`config.mk`:
```
export PLATFORM = sky130hd
export DESIGN_NAME = blur_ctrl
export DESIGN_NICKNAME = d
export VERILOG_FILES = /design/src/rtl/blur_ctrl.sv
export SDC_FILE = /design/constraint.sdc
export NUM_CORES = 1
export LEC_CHECK = 0
export CORE_MARGIN = 4
export CORE_UTILIZATION = 47
export DETAILED_ROUTE_END_ITERATION = 7
export GPL_ROUTABILITY_DRIVEN = 1
export PLACE_DENSITY = 0.86
export RECOVER_POWER = 25
export SYNTH_ARGS = -nofsm -noshare
export SYNTH_HDL_FRONTEND = slang
export SYNTH_SLANG_ARGS = --single-unit
```
`constraint.sdc`:
```
create_clock -name clk -period 3 [get_ports clk]
set_input_delay 0.6 -clock clk [delete_from_list [all_inputs] [get_ports clk]]
set_output_delay 0.6 -clock clk [all_outputs]
set_load 0.05 [all_outputs]
```
`src/rtl/blur_ctrl.sv`:
```
// blur_ctrl: sequences a 3-phase blur datapath and queues results in a 2-entry FIFO.
// Optional macro BLUR_CTRL_STALL_CNT_EN adds the saturating stall_cnt output.
module blur_ctrl #(
    parameter int WIDTH  = 640,
    parameter int HEIGHT = 480
) (
    input  logic            clk,
    input  logic            rst,
    input  logic            in_valid,
    output logic            in_ready,
    input  logic [4:0][7:0] in_pixels,
    output logic            blur_n_rst,
    output logic            blur_en,
    output logic [4:0][7:0] blur_pixels,
    input  logic [7:0]      blur_out_pixel,
    output logic            out_valid,
    input  logic            out_ready,
    output logic [7:0]      out_pixel,
    output logic            out_eol,
    output logic            out_eof
`ifdef BLUR_CTRL_STALL_CNT_EN
    ,
    output logic [15:0]     stall_cnt
`endif
);

    localparam int CW = (WIDTH > 1) ? $clog2(WIDTH) : 1;
    localparam int RW = (HEIGHT > 1) ? $clog2(HEIGHT) : 1;

    typedef enum logic [1:0] {
        IDLE,
        S1,
        S2,
        S3
    } state_t;

    state_t          r_state;
    logic            r_blur_en;
    logic [4:0][7:0] r_win;
    logic [7:0]      r_pix [2];
    logic [1:0]      r_eol;
    logic [1:0]      r_eof;
    logic            r_wptr;
    logic            r_rptr;
    logic [1:0]      r_occ;
    logic [CW-1:0]   r_col;
    logic [RW-1:0]   r_row;

    logic            w_busy;
    logic            w_push;
    logic            w_pop;
    logic            w_accept;
    logic [2:0]      w_load;
    logic            w_eol;
    logic            w_eof;

    assign w_busy = (r_state != IDLE);
    assign w_push = (r_state == S3);
    assign w_pop  = out_valid && out_ready;

    // Slots committed once this cycle's pop is taken into account
    assign w_load = {1'b0, r_occ} + {2'b00, w_busy} - {2'b00, w_pop};

    assign in_ready = !rst
                    && ((r_state == IDLE) || (r_state == S3))
                    && (w_load < 3'd2);
    assign w_accept = in_valid && in_ready;

    assign w_eol = (r_col == CW'(WIDTH - 1));
    assign w_eof = w_eol && (r_row == RW'(HEIGHT - 1));

    assign blur_n_rst  = ~rst;
    assign blur_en     = r_blur_en;
    assign blur_pixels = r_win;

    assign out_valid = (r_occ != 2'd0);
    assign out_pixel = out_valid ? r_pix[r_rptr] : 8'd0;
    assign out_eol   = out_valid && r_eol[r_rptr];
    assign out_eof   = out_valid && r_eof[r_rptr];

    always_ff @(posedge clk) begin
        if (rst) begin
            r_state   <= IDLE;
            r_blur_en <= 1'b0;
        end else begin
            unique case (r_state)
                IDLE: begin
                    if (w_accept) begin
                        r_state   <= S1;
                        r_blur_en <= 1'b1;
                    end
                end
                S1: begin
                    r_state   <= S2;
                    r_blur_en <= 1'b0;
                end
                S2: begin
                    r_state <= S3;
                end
                S3: begin
                    if (w_accept) begin
                        r_state   <= S1;
                        r_blur_en <= 1'b1;
                    end else begin
                        r_state <= IDLE;
                    end
                end
            endcase
        end
    end

    always_ff @(posedge clk) begin
        if (rst) begin
            r_win <= '0;
        end else if (w_accept) begin
            r_win <= in_pixels;
        end
    end

    // Result capture happens in the datapath's third phase (S3)
    always_ff @(posedge clk) begin
        if (rst) begin
            r_pix[0] <= 8'd0;
            r_pix[1] <= 8'd0;
            r_eol    <= 2'b00;
            r_eof    <= 2'b00;
            r_wptr   <= 1'b0;
            r_rptr   <= 1'b0;
            r_occ    <= 2'd0;
        end else begin
            if (w_push) begin
                r_pix[r_wptr] <= blur_out_pixel;
                r_eol[r_wptr] <= w_eol;
                r_eof[r_wptr] <= w_eof;
                r_wptr        <= ~r_wptr;
            end
            if (w_pop) begin
                r_rptr <= ~r_rptr;
            end
            unique case ({w_push, w_pop})
                2'b10:   r_occ <= r_occ + 2'd1;
                2'b01:   r_occ <= r_occ - 2'd1;
                default: r_occ <= r_occ;
            endcase
        end
    end

    always_ff @(posedge clk) begin
        if (rst) begin
            r_col <= '0;
            r_row <= '0;
        end else if (w_push) begin
            if (w_eol) begin
                r_col <= '0;
                r_row <= w_eof ? '0 : r_row + RW'(1);
            end else begin
                r_col <= r_col + CW'(1);
            end
        end
    end

`ifdef BLUR_CTRL_STALL_CNT_EN
    logic [15:0] r_stall;

    always_ff @(posedge clk) begin
        if (rst) begin
            r_stall <= 16'd0;
        end else if (out_valid && !out_ready && (r_stall != 16'hFFFF)) begin
            r_stall <= r_stall + 16'd1;
        end
    end

    assign stall_cnt = r_stall;
`endif

endmodule
```
==> results.py, run 1 <==
metrics = {
    "cells_and_area": {
        "diodes": 0,
        "multiInputGateArea_um2": 1628,
        "finish.instance_area_um2": 5082,
        "number_of_fillers_in_the_final_layout": 545,
        "fin_nets": 565,
        "area_occupied_by_registers_um2": 1909,
        "layout-area-overhead-vs-synth_pct": 40.80,
        "drive_above_1_share_pct": 8.448,
    },
    "floorplanning": {
        "die_extent_in_x_um": 95.64,
        "dieArea_um2": 9146,
        "num_io_pins": 106,
        "rows": 31,
        "die_height_um": 95.64,
        "initial_core_util_pct": 48.98,
        "core-area_um2": 7370,
    },
    "yosys": {
        "flop_and_latch_count_out_of_synthesis": 87,
        "synth_area_um2": 3610,
        "ys_seq_area_share_pct": 52.69,
        "synthTopCellsByCount": "90 x sky130_fd_sc_hd__nand2_1, 71 x sky130_fd_sc_hd__dfxtp_1, 44 x sky130_fd_sc_hd__a21oi_1",
        "syn_avg_cell_area_um2": 9.047,
        "postSynth.asyncResetShare_pct": 0,
        "synth_enable_flop_cells": 16,
        "yosys.area.top_type_share_pct": 39.38,
        "synth_cells": 399,
        "syn_nets": 460,
        "yosysWarnings": 0,
        "synth_area_leaders": "sky130_fd_sc_hd__dfxtp_1 39%, sky130_fd_sc_hd__edfxtp_1 13%, sky130_fd_sc_hd__nand2_1 9.4%, sky130_fd_sc_hd__a21oi_1 6.1%, sky130_fd_sc_hd__mux2i_1 3.6%",
        "synth_cell_type_count": 43,
        "synth_flop_cell": "sky130_fd_sc_hd__dfxtp_1",
        "synthMostInstantiatedCell": "sky130_fd_sc_hd__nand2_1",
        "synth_largest_area_cell": "sky130_fd_sc_hd__dfxtp_1",
    },
    "global_route": {
        "grtUsageTotal_pct": 19.15,
        "wire_length_of_the_first_global_routing_pass_um": 13740,
        "initial_antenna_violation_count": 0,
        "number_of_global_route_vias_before_repair": 2983,
        "grt_max_degree": 67,
        "grt_overflow": 0,
    },
    "drt": {
        "drt_first_iter_violations": 118,
        "vias": 3092,
        "detail_route.wl_per_cell_um": 14.35,
        "drc": 0,
        "average_vias_per_placed_instance": 5.086,
        "routed_wl_um": 8726,
        "post_detailed_route_count_of_antenna_violating_nets": 0,
        "first_pass_detailed_route_iteration_total": 4,
    },
    "clocking": {
        "tritoncts": "yes",
        "path_clk_slew_ns": 0.08,
        "cts-htree-levels": 3,
        "later_pin_clock_latency_in_the_skew_report_ns": 0.35,
        "cts_hold_buf": 0,
        "clockBufferDepth": 2,
        "tritoncts_num_sinks": 87,
        "numCtsBuffers": 9,
        "cts_root_buf": "sky130_fd_sc_hd__clkbuf_8",
    },
    "worst_setup_path": {
        "endpoint_arrival_time_on_the_critical_path_ns": 2.30,
        "worst-endpoint-required_ns": 2.40,
        "timing.reg2reg.setup_slack_ns": 0.38,
        "worstReg2RegStart": "r_state[0]",
        "path_class": "reg2out",
        "worst_setup_path_start_kind": "flop",
        "worst_setup_path_end_kind": "primary output",
        "critical_path_peak_fanout": 5,
        "r2r_end": "blur_pixels[18]",
        "r2r.worst_path.cells": 11,
    },
    "sta": {
        "tns_ns": 0,
        "post-route-worst-setup-slack_ns": 0.1023,
        "max_slew.worst_pin.slew_ns": 1.325,
        "slew_violations": 0,
        "timing.fmax_ghz": 0.3451,
        "setup-violations-final": 0,
        "worst_clk_skew_ns": 0.005926,
        "rsz_0062_raised_after_global_routing": "no",
        "layout_worst_path_cycle_share_pct": 96.59,
        "final_period_minus_worst_setup_slack_ns": 2.898,
        "relSlewSlack_pct": 11.65,
        "report.final.hold_viol_count": 0,
        "finalHoldWorstSlack_ns": 0.4465,
    },
    "outcome": {
        "status": "complete, no violations",
    },
    "placed_design": {
        "gp_routability_congestion": 0.7871,
        "dp_hpwl_um": 6106,
        "portBuffers": 105,
        "dpl-instance-area_um2": 4811,
        "pre_cts_ws_ns": -0.1376,
    },
    "worst_hold_path": {
        "timing.hold.worst_path_depth": 2,
        "min-delay-start": "r_eof[0]",
        "min_path_type": "reg2reg",
        "timing.hold.worst_endpoint": "r_eof[0]",
    },
    "power": {
        "power.density_cell_area_nw_per_um2": 636.4,
        "vdd_drop_max_mv": 0.3414,
        "power.leakage_nw": 1.803,
    },
    "flow_run": {
        "drv_cap": 0,
    },
}
-- metal layers --
metal / up-vias / global-route usage (%) / part of all wire [%]
met2: 70 / 34.86 / 52
met1: 1455 / 21.38 / 41
met4: 0 / 7.820 / 2.0
met5: - / 0 / 0
met3: 14 / 4.262 / 5.1
li1: 1553 / - / -
-- logic make-up (layout without fill, tap and decap cells) --
family                     after synthesis  in the layout  share of synthesized area, %
adders and majority gates                9              9                         3.328
DFF                                     87             87                         52.69
muxes                                   13             13                         3.605
AOI/OAI and AO/OA                       57             57                         8.977
and+or+nand+nor                        182            182                         23.43
buffers and inverters                   33            143                         3.605
xor gates and xnor gates                18             18                         4.367
-- worst max path at each step --
stage | start | end | depth (start not counted)
floorplan | out_ready | in_ready | 6
global placement | out_ready | in_ready | 8
detailed placement | out_ready | blur_pixels[18] | 11
CTS | r_state[1] | in_ready | 8
global route | r_state[0] | in_ready | 8
finish | r_state[0] | in_ready | 8
-- power breakdown --
part	switching, mW	internal (mW)	leakage [nW]
Sequential	0.0621	1.29	0.744
Clock	0.415	0.481	0.118
Combinational	0.595	0.393	0.941
-- flip-flops by register name, indices dropped and copies added, names as in the netlist, named ones only --
name / cells
blur_pixels: 40
r_pix: 16
r_col: 10
r_row: 9
r_eof: 2
r_eol: 2
r_occ: 2
r_state: 2
blur_en: 1
r_rptr: 1
r_wptr: 1
-- cell type report --
type	instances	share of cell area [%]
Clock buffer	12	3.471
Clock inverter	4	0.9601
Inverter	11	0.8124
Multi-Input combinational cell	279	32.03
Sequential cell	87	37.57
Tap cell	99	2.437
Timing Repair Buffer	116	22.72
-- layout by cell type, fill, tap and decap left out, types with 2 or more instances in the layout --
master	instances
sky130_fd_sc_hd__a211oi_1	2
sky130_fd_sc_hd__a21oi_1	44
sky130_fd_sc_hd__and2_0	6
sky130_fd_sc_hd__and2_1	11
sky130_fd_sc_hd__buf_12	3
sky130_fd_sc_hd__buf_4	7
sky130_fd_sc_hd__clkbuf_1	2
sky130_fd_sc_hd__clkbuf_8	11
sky130_fd_sc_hd__clkdlybuf4s50_1	102
sky130_fd_sc_hd__clkinv_2	2
sky130_fd_sc_hd__dfxtp_1	67
sky130_fd_sc_hd__dfxtp_2	3
sky130_fd_sc_hd__edfxtp_1	16
sky130_fd_sc_hd__ha_1	6
sky130_fd_sc_hd__ha_4	2
sky130_fd_sc_hd__inv_1	11
sky130_fd_sc_hd__mux2i_1	13
sky130_fd_sc_hd__nand2_1	90
sky130_fd_sc_hd__nand2b_1	2
sky130_fd_sc_hd__nand3_1	6
sky130_fd_sc_hd__nand4_1	6
sky130_fd_sc_hd__nor2_1	31
sky130_fd_sc_hd__nor3_1	10
sky130_fd_sc_hd__nor4_1	5
sky130_fd_sc_hd__o21ai_0	3
sky130_fd_sc_hd__or3_1	2
sky130_fd_sc_hd__xnor2_1	13
sky130_fd_sc_hd__xor2_1	4
-- worst max-delay path, stage by stage (launching register included) --
cell and delay, ns:
sky130_fd_sc_hd__dfxtp_4 0.37, sky130_fd_sc_hd__inv_1 0.14, sky130_fd_sc_hd__ha_4 0.19, sky130_fd_sc_hd__ha_4 0.20
sky130_fd_sc_hd__nand2b_4 0.13, sky130_fd_sc_hd__fa_1 0.43, sky130_fd_sc_hd__xor2_2 0.18, sky130_fd_sc_hd__nor2_2 0.15
sky130_fd_sc_hd__buf_12 0.15
-- stage by stage --
step	cells	power [mW]	util, %
final	608	3.234	68.96
after global routing	608	3.375	68.96
after CTS	608	3.226	68.74
after detailed placement	592	2.317	65.28
after global placement	592	2.291	65.28
after floorplan	399	1.945	-
-- what timing repair did --
item,CTS,global route
gates resized for setup,7,6
pin swaps,3,1
setup buffers,0,0
setup endpoints to repair,1,1
(Power assumes the default switching activity.)
==> run 2: changes to the inputs <==
--- a/config.mk
+++ b/config.mk
@@ -9,7 +9,7 @@
 export CORE_UTILIZATION = 47
 export DETAILED_ROUTE_END_ITERATION = 7
 export GPL_ROUTABILITY_DRIVEN = 1
-export PLACE_DENSITY = 0.86
+export PLACE_DENSITY = 0.85
 export RECOVER_POWER = 25
 export SYNTH_ARGS = -nofsm -noshare
 export SYNTH_HDL_FRONTEND = slang
==> results.py, run 2 (synthesis results as in run 1) <==
metrics = {
    "sta": {
        "max_slew.worst_pin.slew_ns": 1.288,
        "slew_violations": 0,
        "finalHoldWorstSlack_ns": 0.4523,
        "report.final.hold_viol_count": 0,
        "post-route-worst-setup-slack_ns": 0.1367,
        "layout_worst_path_cycle_share_pct": 95.44,
        "timing.fmax_ghz": 0.3492,
        "relSlewSlack_pct": 14.13,
        "final_period_minus_worst_setup_slack_ns": 2.863,
        "rsz_0062_raised_after_global_routing": "no",
        "setup-violations-final": 0,
        "worst_clk_skew_ns": 0.01000,
    },
    "worst_setup_path": {
        "crit_path_start": "r_state[0]",
        "worstReg2RegStart": "r_state[0]",
        "cell_repeated_most_along_the_worst_path": "sky130_fd_sc_hd__ha_4",
        "crit_chain": "inv_1 > ha_4 > ha_4 > nand2b_4 > fa_1 > xor2_1 > nor2_2 > buf_12",
        "worst_setup_path_start_kind": "flop",
        "cpPeakStageDelay_ns": 0.40,
        "crit_end": "in_ready",
        "cpMaxStageDelayCell": "sky130_fd_sc_hd__fa_1",
        "cp.depth": 8,
        "critical_path_peak_fanout": 5,
        "path_buf_inv": 2,
        "timing.critical_path.max_delay_family": "adder cells",
        "path_class": "reg2out",
        "endpoint_arrival_time_on_the_critical_path_ns": 2.26,
        "worst_setup_path_end_kind": "primary output",
        "r2r_end": "blur_pixels[30]",
        "worst-endpoint-required_ns": 2.40,
        "r2r.worst_path.cells": 11,
        "timing.reg2reg.setup_slack_ns": 0.47,
    },
    "drt": {
        "drc": 0,
        "post_detailed_route_count_of_antenna_violating_nets": 0,
        "detail_route.wl_per_cell_um": 14.07,
        "vias": 3060,
        "average_vias_per_placed_instance": 5.025,
        "drt_first_iter_violations": 102,
        "routed_wl_um": 8567,
        "first_pass_detailed_route_iteration_total": 4,
    },
    "cells_and_area": {
        "drive_above_1_share_pct": 8.235,
        "largest_register_ffs": 40,
        "layout-area-overhead-vs-synth_pct": 39.62,
        "finish.instance_area_um2": 5040,
        "final_core_utilization_pct": 68.39,
        "layout.cells.most_common_list": "102 x sky130_fd_sc_hd__clkdlybuf4s50_1, 90 x sky130_fd_sc_hd__nand2_1, 67 x sky130_fd_sc_hd__dfxtp_1",
        "diodes": 0,
        "leading_cell_type_in_the_layout_fill_and_taps_excluded": "sky130_fd_sc_hd__clkdlybuf4s50_1",
        "number_of_fillers_in_the_final_layout": 583,
        "fin_nets": 566,
    },
    "global_route": {
        "grtUsageTotal_pct": 18.86,
        "number_of_global_route_vias_before_repair": 2967,
        "wire_length_of_the_first_global_routing_pass_um": 13500,
        "initial_antenna_violation_count": 0,
        "grt_max_degree": 67,
        "grt_overflow": 0,
    },
    "floorplanning": {
        "core-area_um2": 7370,
        "dieArea_um2": 9146,
        "rows": 31,
        "die_height_um": 95.64,
        "initial_core_util_pct": 48.98,
        "die_extent_in_x_um": 95.64,
        "num_io_pins": 106,
    },
    "placed_design": {
        "gp_routability_congestion": 0.7669,
        "dpl-instance-area_um2": 4818,
        "portBuffers": 105,
        "pre_cts_ws_ns": -0.1453,
        "dp_hpwl_um": 6167,
    },
    "clocking": {
        "cts_root_buf": "sky130_fd_sc_hd__clkbuf_8",
        "cts_hold_buf": 0,
        "later_pin_clock_latency_in_the_skew_report_ns": 0.35,
        "tritoncts": "yes",
        "clockBufferDepth": 2,
        "tritoncts_num_sinks": 87,
        "setup_repair_bufs_after_cts": 0,
        "numCtsBuffers": 9,
        "cts-htree-levels": 3,
        "path_clk_slew_ns": 0.08,
    },
    "power": {
        "vdd_drop_max_mv": 0.2963,
        "power.total_mw": 3.089,
        "power.leakage_nw": 1.777,
        "power.density_cell_area_nw_per_um2": 612.9,
    },
    "flow_run": {
        "drv_cap": 0,
    },
    "worst_hold_path": {
        "min_path_type": "reg2reg",
    },
    "outcome": {
        "status": "complete, no violations",
    },
}
==> run 2: routing by layer <==
metal,routed length (µm),track usage (%),vias to the layer above
met1,3445,21.56,1412
met2,4513,33.99,78
met3,410,3.788,19
met4,197,7.820,0
met5,0,0,-
li1,-,-,1551
==> run 2: how the worst min path moves through the flow <==
| stage | start | endpoint | slack (ns) | depth (start not counted) |
|---|---|---|---|---|
| finish | r_eof[0] | r_eof[0] | 0.45 | 2 |
| global route | blur_pixels[2] | blur_pixels[2] | 0.47 | 2 |
| CTS | r_eof[0] | r_eof[0] | 0.45 | 2 |
| detailed placement | r_eof[0] | r_eof[0] | 0.44 | 2 |
| global placement | r_eof[0] | r_eof[0] | 0.43 | 2 |
| floorplan | r_eof[0] | r_eof[0] | 0.42 | 2 |
==> run 2: through the flow <==
stage / TNS, ns / instances
after floorplan: 0 / 399
after global placement: -1.955 / 593
after detailed placement: -4.402 / 593
after CTS: 0 / 609
after global routing: 0 / 609
final: 0 / 609
==> run 2: what timing repair did <==
item,4_1_cts,5_1_grt
resized for setup,6,6
setup endpoints to repair,1,1
pin swaps,3,1
==> run 2: where the power goes <==
part	switching (mW)	total, mW	internal [mW]
Combinational	0.595	0.993	0.398
Sequential	0.0588	1.35	1.29
Clock	0.420	0.749	0.330
Total	1.07	3.09	2.02
==> run 2: worst register-to-register path: stages (launching register included) <==
cell and delay, ns:
sky130_fd_sc_hd__dfxtp_4 0.36, sky130_fd_sc_hd__inv_1 0.13, sky130_fd_sc_hd__ha_4 0.19, sky130_fd_sc_hd__ha_4 0.21, sky130_fd_sc_hd__nand2b_4 0.14, sky130_fd_sc_hd__fa_1 0.40
sky130_fd_sc_hd__xor2_1 0.23, sky130_fd_sc_hd__nand4b_1 0.19, sky130_fd_sc_hd__buf_4 0.19, sky130_fd_sc_hd__buf_12 0.16, sky130_fd_sc_hd__nand2_1 0.08, sky130_fd_sc_hd__a21oi_1 0.16
==> run 2: layout make-up <==
cell class              instances  area (µm²)  share of cell area, %
well taps                      99       123.9                  2.458
repair buffers                117        1162                  23.06
clock buffers                  11       141.4                  2.805
multi-input cells             279        1620                  32.15
inverters                      11       41.29                 0.8193
clock inverters                 5       41.29                 0.8193
flip-flops and latches         87        1909                  37.88
==> run 3: changes to the inputs <==
--- a/config.mk
+++ b/config.mk
@@ -5,6 +5,7 @@
 export SDC_FILE = /design/constraint.sdc
 export NUM_CORES = 1
 export LEC_CHECK = 0
+export ABC_AREA = 0
 export CORE_MARGIN = 4
 export CORE_UTILIZATION = 47
 export DETAILED_ROUTE_END_ITERATION = 7
==> results of run 3 <==
Same layout as run 2: the final DEF is identical, and so are final timing and power.
